===== config.mk =====
export PLATFORM = sky130hd
export DESIGN_NAME = l1_dcache
export DESIGN_NICKNAME = d
export VERILOG_FILES = /design/src/rtl/dcache_pkg.sv /design/src/rtl/dcache_line_array.sv /design/src/rtl/l1_dcache.sv
export SDC_FILE = /design/constraint.sdc
export NUM_CORES = 1
export LEC_CHECK = 0
export BUFFER_PORTS_ARGS = -buffer_cell sky130_fd_sc_hd__buf_4
export CELL_PAD_IN_SITES_DETAIL_PLACEMENT = 0
export CELL_PAD_IN_SITES_GLOBAL_PLACEMENT = 1
export CORE_MARGIN = 2
export CORE_UTILIZATION = 35
export CTS_CLUSTER_DIAMETER = 80
export CTS_CLUSTER_SIZE = 12
export DETAILED_ROUTE_END_ITERATION = 16
export PLACE_DENSITY = 0.68
export SLEW_MARGIN = 20
export SYNTH_ARGS = -nofsm -noshare
export SYNTH_HDL_FRONTEND = slang
export SYNTH_SLANG_ARGS = --single-unit

===== constraint.sdc =====
create_clock -name clk -period 3.3 [get_ports clk]
set_input_delay 0.165 -clock clk [delete_from_list [all_inputs] [get_ports clk]]
set_output_delay 0.165 -clock clk [all_outputs]
set_load 0.03 [all_outputs]

===== src/rtl/dcache_pkg.sv =====
// Shared widths, address field layout and FSM state type for the L1 data cache.
package dcache_pkg;

    localparam int NUM_LINES      = 8;
    localparam int WORDS_PER_LINE = 4;
    localparam int WORD_W         = 32;
    localparam int LINE_W         = WORDS_PER_LINE * WORD_W;
    localparam int ADDR_W         = 30;
    localparam int OFF_W          = $clog2(WORDS_PER_LINE);
    localparam int IDX_W          = $clog2(NUM_LINES);
    localparam int TAG_W          = ADDR_W - OFF_W - IDX_W;
    localparam int LADDR_W        = ADDR_W - OFF_W;

    typedef enum logic [1:0] {
        IDLE      = 2'd0,
        WRITEBACK = 2'd1,
        ALLOCATE  = 2'd2
    } state_t;

    // Word 0 sits in the least significant bits of a line.
    function automatic logic [WORD_W-1:0] get_word(input logic [LINE_W-1:0] line,
                                                   input logic [OFF_W-1:0]  off);
        return line[32'(off)*WORD_W +: WORD_W];
    endfunction

endpackage


===== src/rtl/dcache_line_array.sv =====
// Line storage: valid/dirty bits (cleared by reset), tags and 128-bit data.
// Tag and data contents are meaningless until the valid bit is set, so they
// carry no reset.
module dcache_line_array
    import dcache_pkg::*;
(
    input  logic              clk,
    input  logic              rst,
    input  logic [IDX_W-1:0]  rd_idx,
    output logic              rd_valid,
    output logic              rd_dirty,
    output logic [TAG_W-1:0]  rd_tag,
    output logic [LINE_W-1:0] rd_line,
    input  logic              word_we,
    input  logic [IDX_W-1:0]  word_idx,
    input  logic [OFF_W-1:0]  word_off,
    input  logic [WORD_W-1:0] word_data,
    input  logic              fill_we,
    input  logic [IDX_W-1:0]  fill_idx,
    input  logic [TAG_W-1:0]  fill_tag,
    input  logic [LINE_W-1:0] fill_line
);

    logic [NUM_LINES-1:0] valid_q;
    logic [NUM_LINES-1:0] dirty_q;
    logic [TAG_W-1:0]     tag_q  [NUM_LINES];
    logic [LINE_W-1:0]    data_q [NUM_LINES];

    // Status bits: a fill makes the line valid and clean, a store dirties it.
    always_ff @(posedge clk or posedge rst) begin
        if (rst) begin
            valid_q <= '0;
            dirty_q <= '0;
        end else begin
            if (fill_we) begin
                valid_q[fill_idx] <= 1'b1;
                dirty_q[fill_idx] <= 1'b0;
            end
            if (word_we) begin
                dirty_q[word_idx] <= 1'b1;
            end
        end
    end

    // Tag and data writes: whole-line refill or single-word store merge.
    always_ff @(posedge clk) begin
        if (fill_we) begin
            tag_q[fill_idx]  <= fill_tag;
            data_q[fill_idx] <= fill_line;
        end
        if (word_we) begin
            data_q[word_idx][32'(word_off)*WORD_W +: WORD_W] <= word_data;
        end
    end

    // Asynchronous read of the indexed line.
    always_comb begin
        rd_valid = valid_q[rd_idx];
        rd_dirty = dirty_q[rd_idx];
        rd_tag   = tag_q[rd_idx];
        rd_line  = data_q[rd_idx];
    end

endmodule


===== src/rtl/l1_dcache.sv =====
// Direct-mapped, write-back, write-allocate L1 data cache.
// Hits complete with no stall; a miss writes back a dirty victim line, then
// refills the line and lets IDLE re-evaluate the request as a hit.
//
//   state     | meaning
//   IDLE      | serve hits; on a miss pick WRITEBACK or ALLOCATE
//   WRITEBACK | dirty victim line offered to memory until mem_ready
//   ALLOCATE  | refill of the requested line until mem_ready
module l1_dcache
    import dcache_pkg::*;
(
    input  logic               clk,
    input  logic               rst,
    input  logic               proc_read,
    input  logic               proc_write,
    input  logic [ADDR_W-1:0]  proc_addr,
    input  logic [WORD_W-1:0]  proc_wdata,
    output logic               proc_stall,
    output logic [WORD_W-1:0]  proc_rdata,
    output logic               mem_read,
    output logic               mem_write,
    output logic [LADDR_W-1:0] mem_addr,
    output logic [LINE_W-1:0]  mem_wdata,
    input  logic [LINE_W-1:0]  mem_rdata,
    input  logic               mem_ready
);

    state_t state_q, state_d;

    logic [OFF_W-1:0]  off;
    logic [IDX_W-1:0]  idx;
    logic [TAG_W-1:0]  tag;
    logic              req;
    logic              hit;

    logic              rd_valid;
    logic              rd_dirty;
    logic [TAG_W-1:0]  rd_tag;
    logic [LINE_W-1:0] rd_line;
    logic              word_we;
    logic              fill_we;

    assign off = proc_addr[OFF_W-1:0];
    assign idx = proc_addr[IDX_W+OFF_W-1:OFF_W];
    assign tag = proc_addr[ADDR_W-1:IDX_W+OFF_W];
    assign req = proc_read | proc_write;
    assign hit = rd_valid && (rd_tag == tag);

    dcache_line_array u_lines (
        .clk       (clk),
        .rst       (rst),
        .rd_idx    (idx),
        .rd_valid  (rd_valid),
        .rd_dirty  (rd_dirty),
        .rd_tag    (rd_tag),
        .rd_line   (rd_line),
        .word_we   (word_we),
        .word_idx  (idx),
        .word_off  (off),
        .word_data (proc_wdata),
        .fill_we   (fill_we),
        .fill_idx  (idx),
        .fill_tag  (tag),
        .fill_line (mem_rdata)
    );

    // State register; reset abandons any memory transaction in flight.
    always_ff @(posedge clk or posedge rst) begin
        if (rst) begin
            state_q <= IDLE;
        end else begin
            state_q <= state_d;
        end
    end

    // Next state, processor/memory outputs and array write enables.
    always_comb begin
        state_d    = state_q;
        proc_stall = 1'b0;
        proc_rdata = '0;
        mem_read   = 1'b0;
        mem_write  = 1'b0;
        mem_addr   = '0;
        mem_wdata  = '0;
        word_we    = 1'b0;
        fill_we    = 1'b0;

        case (state_q)
            IDLE: begin
                if (req) begin
                    if (hit) begin
                        // A simultaneous read and write is served as a write.
                        if (proc_write) begin
                            word_we = 1'b1;
                        end else begin
                            proc_rdata = get_word(rd_line, off);
                        end
                    end else begin
                        proc_stall = 1'b1;
                        state_d    = (rd_valid && rd_dirty) ? WRITEBACK : ALLOCATE;
                    end
                end
            end
            WRITEBACK: begin
                proc_stall = 1'b1;
                mem_write  = 1'b1;
                mem_addr   = {rd_tag, idx};
                mem_wdata  = rd_line;
                if (mem_ready) begin
                    state_d = ALLOCATE;
                end
            end
            ALLOCATE: begin
                proc_stall = 1'b1;
                mem_read   = 1'b1;
                mem_addr   = proc_addr[ADDR_W-1:OFF_W];
                if (mem_ready) begin
                    fill_we = 1'b1;
                    state_d = IDLE;
                end
            end
            default: begin
                state_d = IDLE;
            end
        endcase

        // While reset is held every output is quiet, even with a request
        // pending against the now-invalid lines.
        if (rst) begin
            state_d    = IDLE;
            proc_stall = 1'b0;
            proc_rdata = '0;
            mem_read   = 1'b0;
            mem_write  = 1'b0;
            mem_addr   = '0;
            mem_wdata  = '0;
            word_we    = 1'b0;
            fill_we    = 1'b0;
        end
    end

endmodule


==> results of run 1 <==
-- sequential cells by signal, summed over array words and instances (netlist names) --
name,cells
u_lines.data_q,1024
u_lines.tag_q,200
u_lines.dirty_q,8
u_lines.valid_q,8
state_q,2
-- layout make-up --
class	instances	share of cell area (%)
Timing Repair Buffer	1132	16.2
Clock inverter	13	0.380
Clock buffer	138	4.40
Sequential cell	1242	54.6
Multi-Input combinational cell	1641	20.2
Tap cell	1903	3.49
Inverter	139	0.766
Antenna cell	11	0.0404
-- path summary, 6_finish.rpt --
kind | endpoint | cells after the start
hold reg to reg | u_lines.valid_q[6] | 1
min in group asynchronous | u_lines.valid_q[5] | 4
max in group asynchronous | u_lines.dirty_q[1] | 5
setup reg to reg | u_lines.data_q[2][86] | 14
setup / recovery | proc_rdata[18] | 14
hold / removal | u_lines.data_q[0][126] | 3
-- power by group --
part           total (mW)  internal (mW)  switching [mW]
registers            17.5           17.5          0.0457
logic                3.75           1.49            2.26
clock network        12.1           6.45            5.68
total                33.4           25.4            7.98
-- worst register-to-register path, stage by stage (launching register included) --
cell and delay, ns:
edfxtp_1 0.37, mux4_2 0.48, mux2i_2 0.20, xor2_1 0.17, buf_4 0.15, nor3b_4 0.17
nand4_1 0.12, buf_6 0.16, nor4_4 0.26, buf_6 0.22, and2_4 0.22, buf_4 0.13
clkbuf_16 0.18, o21a_4 0.20, buf_12 0.17
-- metal layers --
metal  part of all wire (%)  wire length, um  global-route usage, %
met1                     40            74600                   33.7
met2                     46            86500                   38.2
met3                     11            20200                   5.68
met4                    3.9             7400                   10.7
met5                  0.024               46                      0
-- per-stage QoR --
stage | setup TNS (ns) | util [%] | cells | cell area [um2]
floorplan | -8.84 | - | 3239 | 50800
global placement | -1543.67 | 42.1 | 5833 | 60600
detailed placement | -1494.79 | 42.1 | 5833 | 60600
CTS | -309.91 | 46.5 | 6176 | 66900
global route | -555.77 | 47.4 | 6208 | 68100
finish | -235.33 | 47.4 | 6219 | 68200
-- logic make-up (layout without fill, tap and decap cells) --
kind of cell / after synthesis / after routing / share of synthesized area, %
multiplexers: 324 / 324 / 7.57
adder cells (fa/ha/maj): 9 / 9 / 0.222
flip-flops: 1242 / 1242 / 73.3
AO/OA/AOI/OAI: 666 / 666 / 9.51
AND/OR/NAND/NOR: 637 / 637 / 6.07
XOR/XNOR: 5 / 5 / 0.0862
buffers and inverters: 356 / 1422 / 3.26
other: 0 / 11 / 0
-- cells in the final DEF, fill, tap and decap left out, drive strengths merged, types with 10 or more instances in the layout --
cell type    Yosys  final
a211oi          18     18
a21oi           71     71
a221oi          66     66
a22o            44     44
a22oi          331    331
and2            14     14
and3            42     42
and4            59     59
buf            122    971
clkbuf          95    144
dfrtp           18     18
diode            0     11
dlygate4sd3      0    155
edfxtp        1224   1224
inv            139    143
mux2            69     69
mux2i          215    215
mux4            40     40
nand2          166    166
nor2           251    251
nor3            35     35
nor4            15     15
o21a            45     45
o21ai           42     42
o22ai           33     33
or2             10     10
-- what timing repair did --
action	4_1_cts	5_1_grt
endpoints found under the hold margin	959	62
hold buffers	147	8
pin swaps	41	23
setup endpoints to repair	2085	2102
setup buffers	42	29
cloned	3	6
gates resized for setup	243	152
==> impl_table.tex, run 1 <==
\begin{tabular}{lr}
\hline
Metric & Value \\
\hline
\multicolumn{2}{l}{\textbf{Synth}} \\
Share of async-settable or async-resettable flops after synthesis & approximately 1.4\% \\
Post-synth top flop & edfxtp\_1 \\
Post-synth top area share & slightly above 70\% \\
Most frequent cell after synthesis & edfxtp\_1 \\
Syn\_area\_per\_cell & about 16 um2 \\
Share of synthesized area occupied by flip-flops and latches & between 70\% and 80\% \\
Post-Syn Instances & around 3,200 \\
Ys Warns & 0 \\
Netlist cell types & 60 \\
Cell taking the most area after synthesis & edfxtp\_1 \\
Cell types with the largest area share after synthesis & edfxtp\_1 (72\%), a22oi\_1 (4.9\%), mux2i\_1 (4.2\%) \\
Flip-flop and latch count after synthesis & about 1,200 \\
Top cells by instance count after synthesis & edfxtp\_1 (1,224), a22oi\_1 (330), nor2\_1 (250) \\
Number of enable flip-flop cells after synthesis & between 1,000 and 1,500 \\
Net count after synthesis & $\sim$3,400 \\
Syn Std Cell Area & $\sim$50,000 um2 \\
\multicolumn{2}{l}{\textbf{Global route}} \\
Initial antenna violation count & 10 \\
Vias in the first global route & 33,400 \\
GRT overflow & 0 \\
All-Layer GR Usage & 24.8\% \\
Global-route wire length before repair & between 200,000 and 300,000 um \\
Largest net degree at the start of global routing & 74 \\
\multicolumn{2}{l}{\textbf{Timing}} \\
Number of endpoints failing setup at the final stage & 1,829 \\
Worst rel slew slack & about two fifths \\
Hold slack & -0.0171 ns \\
Setup skew after layout & slightly above 0.07 ns \\
Unrepaired setup endpoints after global routing & yes \\
Worst-case setup margin in the final layout & -0.416 ns \\
Period Utilization, post-route & 113\% \\
Final min period & $\sim$3.7 ns \\
Final count of hold timing violations & 13 \\
Slew at the pin closest to its max-slew limit & roughly 0.9 ns \\
Number of max-slew violations in the final report & 0 \\
Max frequency & 0.269 GHz \\
\multicolumn{2}{l}{\textbf{Setup path}} \\
Reg2reg setup slack & -0.26 ns \\
Combined buffer and inverter count along the critical path & 6 \\
Endpoint type of the worst setup path & primary output \\
Gate family responsible for the most delay along the worst path & simple AND/OR/NAND/NOR gates \\
Largest stage delay, worst path & 0.36 ns \\
Crit start category & register \\
List of cells traversed by the critical path & mux2\_4 > o22ai\_4 > nor3\_4 > nor4\_2 > buf\_4 > nand4b\_1 > nor4\_2 > buf\_4 > nand4b\_1 > buf\_6 > buf\_12 > nor2\_4 > buf\_6 > buf\_6 \\
Setup crit start & u\_lines.tag\_q[0][11] \\
Largest driver fanout on the critical path & 16 \\
Worst endpoint data arrival time & approximately 3.6 ns \\
Type of the setup path with the least slack & register to primary output \\
Most frequent CP cell & buf\_6 \\
Slowest cell on the critical path & edfxtp\_1 \\
Critical register-to-register path startpoint & u\_lines.tag\_q[3][1] \\
Critical Path RT & $\sim$3.1 ns \\
\multicolumn{2}{l}{\textbf{Clock tree}} \\
CTS tree & done \\
Total clock buffers created by CTS & around 120 \\
Maximum level of the CTS H-tree & 3 \\
Cell at the root of the clock tree & clkbuf\_16 \\
Insertion delay to the later sink of the worst-skew pair & between 0.7 and 0.8 ns \\
Clock transition at the registers of the reported paths & around 0.060 ns \\
Clock tree sinks & $\sim$1,200 \\
Maximum buffer depth of the clock tree & 3 \\
\multicolumn{2}{l}{\textbf{Placement}} \\
Post-Place Setup Slack & -0.941 ns \\
Placed wire-length estimate after detailed placement & between 100,000 and 150,000 um \\
IO buf count & slightly below 400 \\
Routability congestion estimate from global placement & just under 0.9 \\
\multicolumn{2}{l}{\textbf{Route}} \\
Routed wire per std cell & just over 30 um \\
Routed vias & roughly 35,000 \\
DRC violations left & 0 \\
Total Routed Length & approximately 190,000 um \\
Detailed Routing Iterations Pass 1 & 6 \\
Initial DRC count & roughly 4,300 \\
Detail Route Antenna Nets & 0 \\
Post-DR vias/cell & around 5.6 \\
\multicolumn{2}{l}{\textbf{Floorplan}} \\
Horizontal die dimension & about 380 um \\
Initial core utilization & 35.3\% \\
Row count & $\sim$140 \\
Number of placed I/O pins & around 390 \\
Area of the core & 144,000 um2 \\
Die height & slightly below 400 um \\
Die area & 148,000 um2 \\
\multicolumn{2}{l}{\textbf{Job}} \\
Max Cap Viol & 0 \\
\multicolumn{2}{l}{\textbf{Power and ir drop}} \\
Worst voltage drop across the vdd grid & $\sim$470 uV \\
Pwr Total & approximately 33 mW \\
Total power per unit cell area & 490 nW/um2 \\
Static power due to leakage & between 20 and 25 nW \\
\multicolumn{2}{l}{\textbf{Final layout}} \\
Area occupied by registers & between 30,000 and 40,000 um2 \\
Growth of design area from synthesis to finish & 34.2\% \\
Share of post-route cells with drive strength above 1 & about a third \\
Layout filler cell count & 12,200 \\
Area of combinational cells with multiple inputs & about 14,000 um2 \\
Net count of the finished layout & about 4,500 \\
\multicolumn{2}{l}{\textbf{Hold path}} \\
Hold Path Origin & mem\_rdata[126] \\
Hold Path Class & input port to register \\
\multicolumn{2}{l}{\textbf{Status}} \\
Outcome & complete, but fails checks \\
Violations in the final reports & negative hold slack, negative setup slack \\
\hline
\end{tabular}
(Power assumes the default switching activity.)
==> run 2: changes to the inputs <==
--- a/config.mk
+++ b/config.mk
@@ -5,6 +5,7 @@
 export SDC_FILE = /design/constraint.sdc
 export NUM_CORES = 1
 export LEC_CHECK = 0
+export ABC_AREA = 1
 export BUFFER_PORTS_ARGS = -buffer_cell sky130_fd_sc_hd__buf_4
 export CELL_PAD_IN_SITES_DETAIL_PLACEMENT = 0
 export CELL_PAD_IN_SITES_GLOBAL_PLACEMENT = 1
@@ -13,7 +14,7 @@
 export CTS_CLUSTER_DIAMETER = 80
 export CTS_CLUSTER_SIZE = 12
 export DETAILED_ROUTE_END_ITERATION = 16
-export PLACE_DENSITY = 0.68
+export PLACE_DENSITY = 0.67
 export SLEW_MARGIN = 20
 export SYNTH_ARGS = -nofsm -noshare
 export SYNTH_HDL_FRONTEND = slang
==> constraint.sdc (replaced) <==
create_clock -name clk -period 4.15 [get_ports clk]
set_input_delay 0.2075 -clock clk [delete_from_list [all_inputs] [get_ports clk]]
set_output_delay 0.2075 -clock clk [all_outputs]
set_load 0.03 [all_outputs]
==> impl_table.tex, run 2 <==
\begin{tabular}{lr}
\hline
Metric & Value \\
\hline
\multicolumn{2}{l}{\textbf{Synth}} \\
Post-synth top area share & 71.1\% (was 72.4\%) \\
Post-Synth Simple-Gate Area & 11.5\% (was 6.07\%) \\
Post-Syn Instances & 4,147 (was 3,239) \\
Top cells by instance count after synthesis & edfxtp\_1 (1,224), nand2\_1 (753), inv\_1 (417) (was edfxtp\_1 (1,224), a22oi\_1 (330), nor2\_1 (250)) \\
Net count after synthesis & 4,351 (was 3,443) \\
Ys Warns & 0 (unchanged) \\
Mux cell area share after synthesis & 0\% (was 7.57\%) \\
Syn\_area\_per\_cell & 12.5 um2 (was 15.7 um2) \\
Compound-Gate Fraction of Synth Area & 11.0\% (was 9.51\%) \\
Share of async-settable or async-resettable flops after synthesis & 1.45\% (unchanged) \\
Number of enable flip-flop cells after synthesis & 1,224 (unchanged) \\
Netlist cell types & 36 (was 60) \\
Post-synth top flop & edfxtp\_1 (unchanged) \\
Largest family of logic cells by synthesized area & simple AND/OR/NAND/NOR gates (was compound AO/OA/AOI/OAI gates) \\
Most frequent cell after synthesis & edfxtp\_1 (unchanged) \\
Share of synthesized area occupied by flip-flops and latches & 72.0\% (was 73.3\%) \\
Flip-flop and latch count after synthesis & 1,242 (unchanged) \\
Cell types with the largest area share after synthesis & edfxtp\_1 (71\%), nand2\_1 (5.5\%), inv\_1 (3.0\%) (was edfxtp\_1 (72\%), a22oi\_1 (4.9\%), mux2i\_1 (4.2\%)) \\
Syn Std Cell Area & 51,700 um2 (was 50,800 um2) \\
Cell taking the most area after synthesis & edfxtp\_1 (unchanged) \\
Adder-Cell Fraction of Synth Area & 0.218\% (was 0.222\%) \\
Post-Synth XOR/XNOR Area & 0.0339\% (was 0.0862\%) \\
\multicolumn{2}{l}{\textbf{Clock tree}} \\
CTS resizes & 0 (was 243) \\
Insertion delay to the later sink of the worst-skew pair & 0.75 ns (was 0.76 ns) \\
CTS tree & done (unchanged) \\
Total clock buffers created by CTS & 116 (unchanged) \\
Number of buffers added for setup after CTS & 0 (was 42) \\
Clock transition at the registers of the reported paths & 0.06 ns (about the same) \\
Maximum level of the CTS H-tree & 3 (unchanged) \\
Cell at the root of the clock tree & clkbuf\_16 (unchanged) \\
Maximum buffer depth of the clock tree & 3 (unchanged) \\
Clock tree sinks & 1,242 (unchanged) \\
\multicolumn{2}{l}{\textbf{Global route}} \\
GRT overflow & 0 (unchanged) \\
Vias in the first global route & 34,500 (was 33,400) \\
All-Layer GR Usage & 24.3\% (was 24.8\%) \\
Largest net degree at the start of global routing & 114 (was 74) \\
Initial antenna violation count & 14 (was 10) \\
Global-route wire length before repair & 262,000 um (was 258,000 um) \\
\multicolumn{2}{l}{\textbf{Job}} \\
Max Cap Viol & 0 (unchanged) \\
\multicolumn{2}{l}{\textbf{Timing}} \\
Unrepaired setup endpoints after global routing & no (was yes) \\
Setup skew after layout & 0.0803 ns (was 0.0710 ns) \\
Number of endpoints failing setup at the final stage & 0 (was 1,829) \\
Worst rel slew slack & 26.3\% (was 39.7\%) \\
Max frequency & around 0.25 GHz \\
Number of max-slew violations in the final report & 0 (unchanged) \\
Period Utilization, post-route & a little over nine tenths \\
Final min period & roughly 4 ns \\
Total negative setup slack & 0 ns (was -235.33 ns) \\
Final count of hold timing violations & 0 (was 13) \\
Slew at the pin closest to its max-slew limit & 1.09 ns (was 0.904 ns) \\
\multicolumn{2}{l}{\textbf{Setup path}} \\
Crit start category & register (unchanged) \\
Endpoint type of the worst setup path & primary output (unchanged) \\
Capture point of the worst reg-to-reg path & u\_lines.data\_q[3][110] (was u\_lines.data\_q[2][86]) \\
Type of the setup path with the least slack & register to primary output (unchanged) \\
Critical register-to-register path startpoint & u\_lines.tag\_q[5][13] (was u\_lines.tag\_q[3][1]) \\
Largest driver fanout on the critical path & 32 (was 16) \\
Worst endpoint data arrival time & 3.72 ns (was 3.55 ns) \\
Length in cells of the worst reg-to-reg path & 14 (unchanged) \\
Reg2reg setup slack & 0.85 ns (was -0.26 ns) \\
Critical Path RT & 3.94 ns (was 3.13 ns) \\
\multicolumn{2}{l}{\textbf{Route}} \\
Total Routed Length & 187,000 um (was 189,000 um) \\
Initial DRC count & 4,410 (was 4,328) \\
Detail Route Antenna Nets & 0 (unchanged) \\
Detailed Routing Iterations Pass 1 & 5 (was 6) \\
Routed wire per std cell & 28.3 um (was 30.4 um) \\
Post-DR vias/cell & 5.53 (was 5.65) \\
DRC violations left & 0 (unchanged) \\
Routed vias & 36,600 (was 35,100) \\
\multicolumn{2}{l}{\textbf{Floorplan}} \\
Initial core utilization & 35.1\% (was 35.3\%) \\
Row count & 141 (was 139) \\
Number of placed I/O pins & 386 (unchanged) \\
Die height & 388 um (was 385 um) \\
Die area & 151,000 um2 (was 148,000 um2) \\
Horizontal die dimension & 388 um (was 385 um) \\
Area of the core & 147,000 um2 (was 144,000 um2) \\
\multicolumn{2}{l}{\textbf{Hold path}} \\
Hold Path Origin & mem\_rdata[78] (was mem\_rdata[126]) \\
Hold path cells & 3 (unchanged) \\
Hold Path Class & input port to register (unchanged) \\
Hold-critical path endpoint & u\_lines.data\_q[5][78] (was u\_lines.data\_q[0][126]) \\
\multicolumn{2}{l}{\textbf{Final layout}} \\
Final core utilization & 42.5\% (was 47.4\%) \\
Layout filler cell count & 13,800 (was 12,200) \\
Post-route non-filler standard cell count & 6,621 (was 6,219) \\
Net count of the finished layout & 4,862 (was 4,476) \\
Registers with the most flip-flops & u\_lines.data\_q: 1024 flops, u\_lines.tag\_q: 200 flops (unchanged) \\
Register bank with the most flops & u\_lines.data\_q (unchanged) \\
Growth of design area from synthesis to finish & 20.9\% (was 34.2\%) \\
Commonest non-fill, non-tap cells in the layout & edfxtp\_1 (1,224), nand2\_1 (750), buf\_4 (517), inv\_1 (415), nor2\_1 (267) (was edfxtp\_1 (1,224), buf\_4 (767), a22oi\_1 (328), nor2\_1 (206), nand2\_1 (164)) \\
Share of post-route cells with drive strength above 1 & 16.9\% (was 33.9\%) \\
Flip-flop count of the largest register after layout & 1,024 (unchanged) \\
Most frequent standard cell in the layout excluding fill and tap cells & edfxtp\_1 (unchanged) \\
Area of all placed cells without fillers & 62,500 um2 (was 68,200 um2) \\
\multicolumn{2}{l}{\textbf{Placement}} \\
Placed wire-length estimate after detailed placement & 122,000 um (was 129,000 um) \\
Routability congestion estimate from global placement & 0.856 (was 0.894) \\
Placed Cells & 6,395 (was 5,833) \\
Placed Instance Area & 58,600 um2 (was 60,600 um2) \\
IO buf count & 385 (unchanged) \\
\multicolumn{2}{l}{\textbf{Power and ir drop}} \\
Pwr Total & 25.8 mW (was 33.4 mW) \\
Total power per unit cell area & 412 nW/um2 (was 490 nW/um2) \\
Worst voltage drop across the vdd grid & 360 uV (was 466 uV) \\
Static power due to leakage & 22.7 nW (was 23.6 nW) \\
\multicolumn{2}{l}{\textbf{Status}} \\
Outcome & complete, no violations (was complete, but fails checks) \\
\hline
\end{tabular}
run 2: changes by cell type after synthesis, moves of 122 or more:
cell,before,now
nand2_1,165,753
inv_1,138,417
a22oi_1,330,97
mux2i_1,214,0
nand4_1,7,174
o21ai_1,0,142
a22o_1,44,177
nand3_1,8,130
run 2: cells by family after synthesis:
group                      Yosys count
and+or+nand+nor                   1380
adders and majority gates            9
DFF                               1242
AOI/OAI and AO/OA                  823
xor gates and xnor gates             2
buffers and inverters              691
run 2: how the worst max path moves through the flow:
stage / from / to / slack, ns / cells past startpoint
6_report: u_lines.tag_q[5][13] / proc_rdata[23] / 0.22 / 15
5_1_grt: u_lines.tag_q[0][13] / proc_rdata[23] / 0.01 / 15
4_1_cts: u_lines.tag_q[5][13] / proc_rdata[23] / 0.17 / 15
3_5_place_dp: proc_addr[2] / u_lines.data_q[1][56] / 0.43 / 17
3_3_place_gp: proc_addr[2] / proc_rdata[19] / 0.40 / 14
2_1_floorplan: state_q[0] / u_lines.data_q[1][100] / 0.08 / 9
run 2: area by class of cell:
type                    count  area, um2  area share, %
multi-input cells        2214      12200           19.5
clock buffers             132       2970           4.76
diodes                      6       15.0         0.0240
clock inverters            13        213          0.340
flip-flops and latches   1242      37200           59.5
inverters                 431       1640           2.62
well taps                1930       2410           3.86
repair buffers            653       5840           9.35
run 2: critical path, cell delays in order, from the launching register on:
cell	delay, ns
edfxtp_1	0.38
inv_1	0.06
nand2_1	0.05
nand3_1	0.08
nand2_1	0.08
o21ai_1	0.30
nand2_1	0.10
a21oi_1	0.13
nand2_1	0.06
nor2_1	0.21
nand2_1	0.17
nor2_8	0.36
nand4_2	0.18
buf_4	0.33
nor2_1	0.26
buf_4	0.20
run 2: stage by stage:
step | hold WS (ns) | setup WS [ns]
CTS | 0.000649 | 0.165
floorplan | 0.171 | 0.0764
finish | 0.0313 | 0.225
detailed placement | 0.306 | 0.430
global placement | 0.304 | 0.397
global route | 0.0426 | 0.0148
run 2: timing repair:
action / in CTS / in global routing
setup endpoints to repair: 0 / 0
endpoints found under the hold margin: 554 / 0
hold buffers: 75 / 0
run 2: per-layer routing:
| metal | GRT usage, % | vias to the layer above | wire length [um] | share of wire [%] |
|---|---|---|---|---|
| met5 | 0 | - | 83 | 0.044 |
| met4 | 8.41 | 14 | 7150 | 3.8 |
| met3 | 6.11 | 275 | 19800 | 11 |
| met2 | 36.9 | 1931 | 83100 | 44 |
| met1 | 33.9 | 18300 | 77200 | 41 |
| li1 | - | 16100 | - | - |
run 2: power by group:
group | internal [mW] | switching, mW | total, mW
logic | 0.672 | 1.64 | 2.32
clock network | 5.03 | 4.53 | 9.56
registers | 13.9 | 0.0251 | 13.9
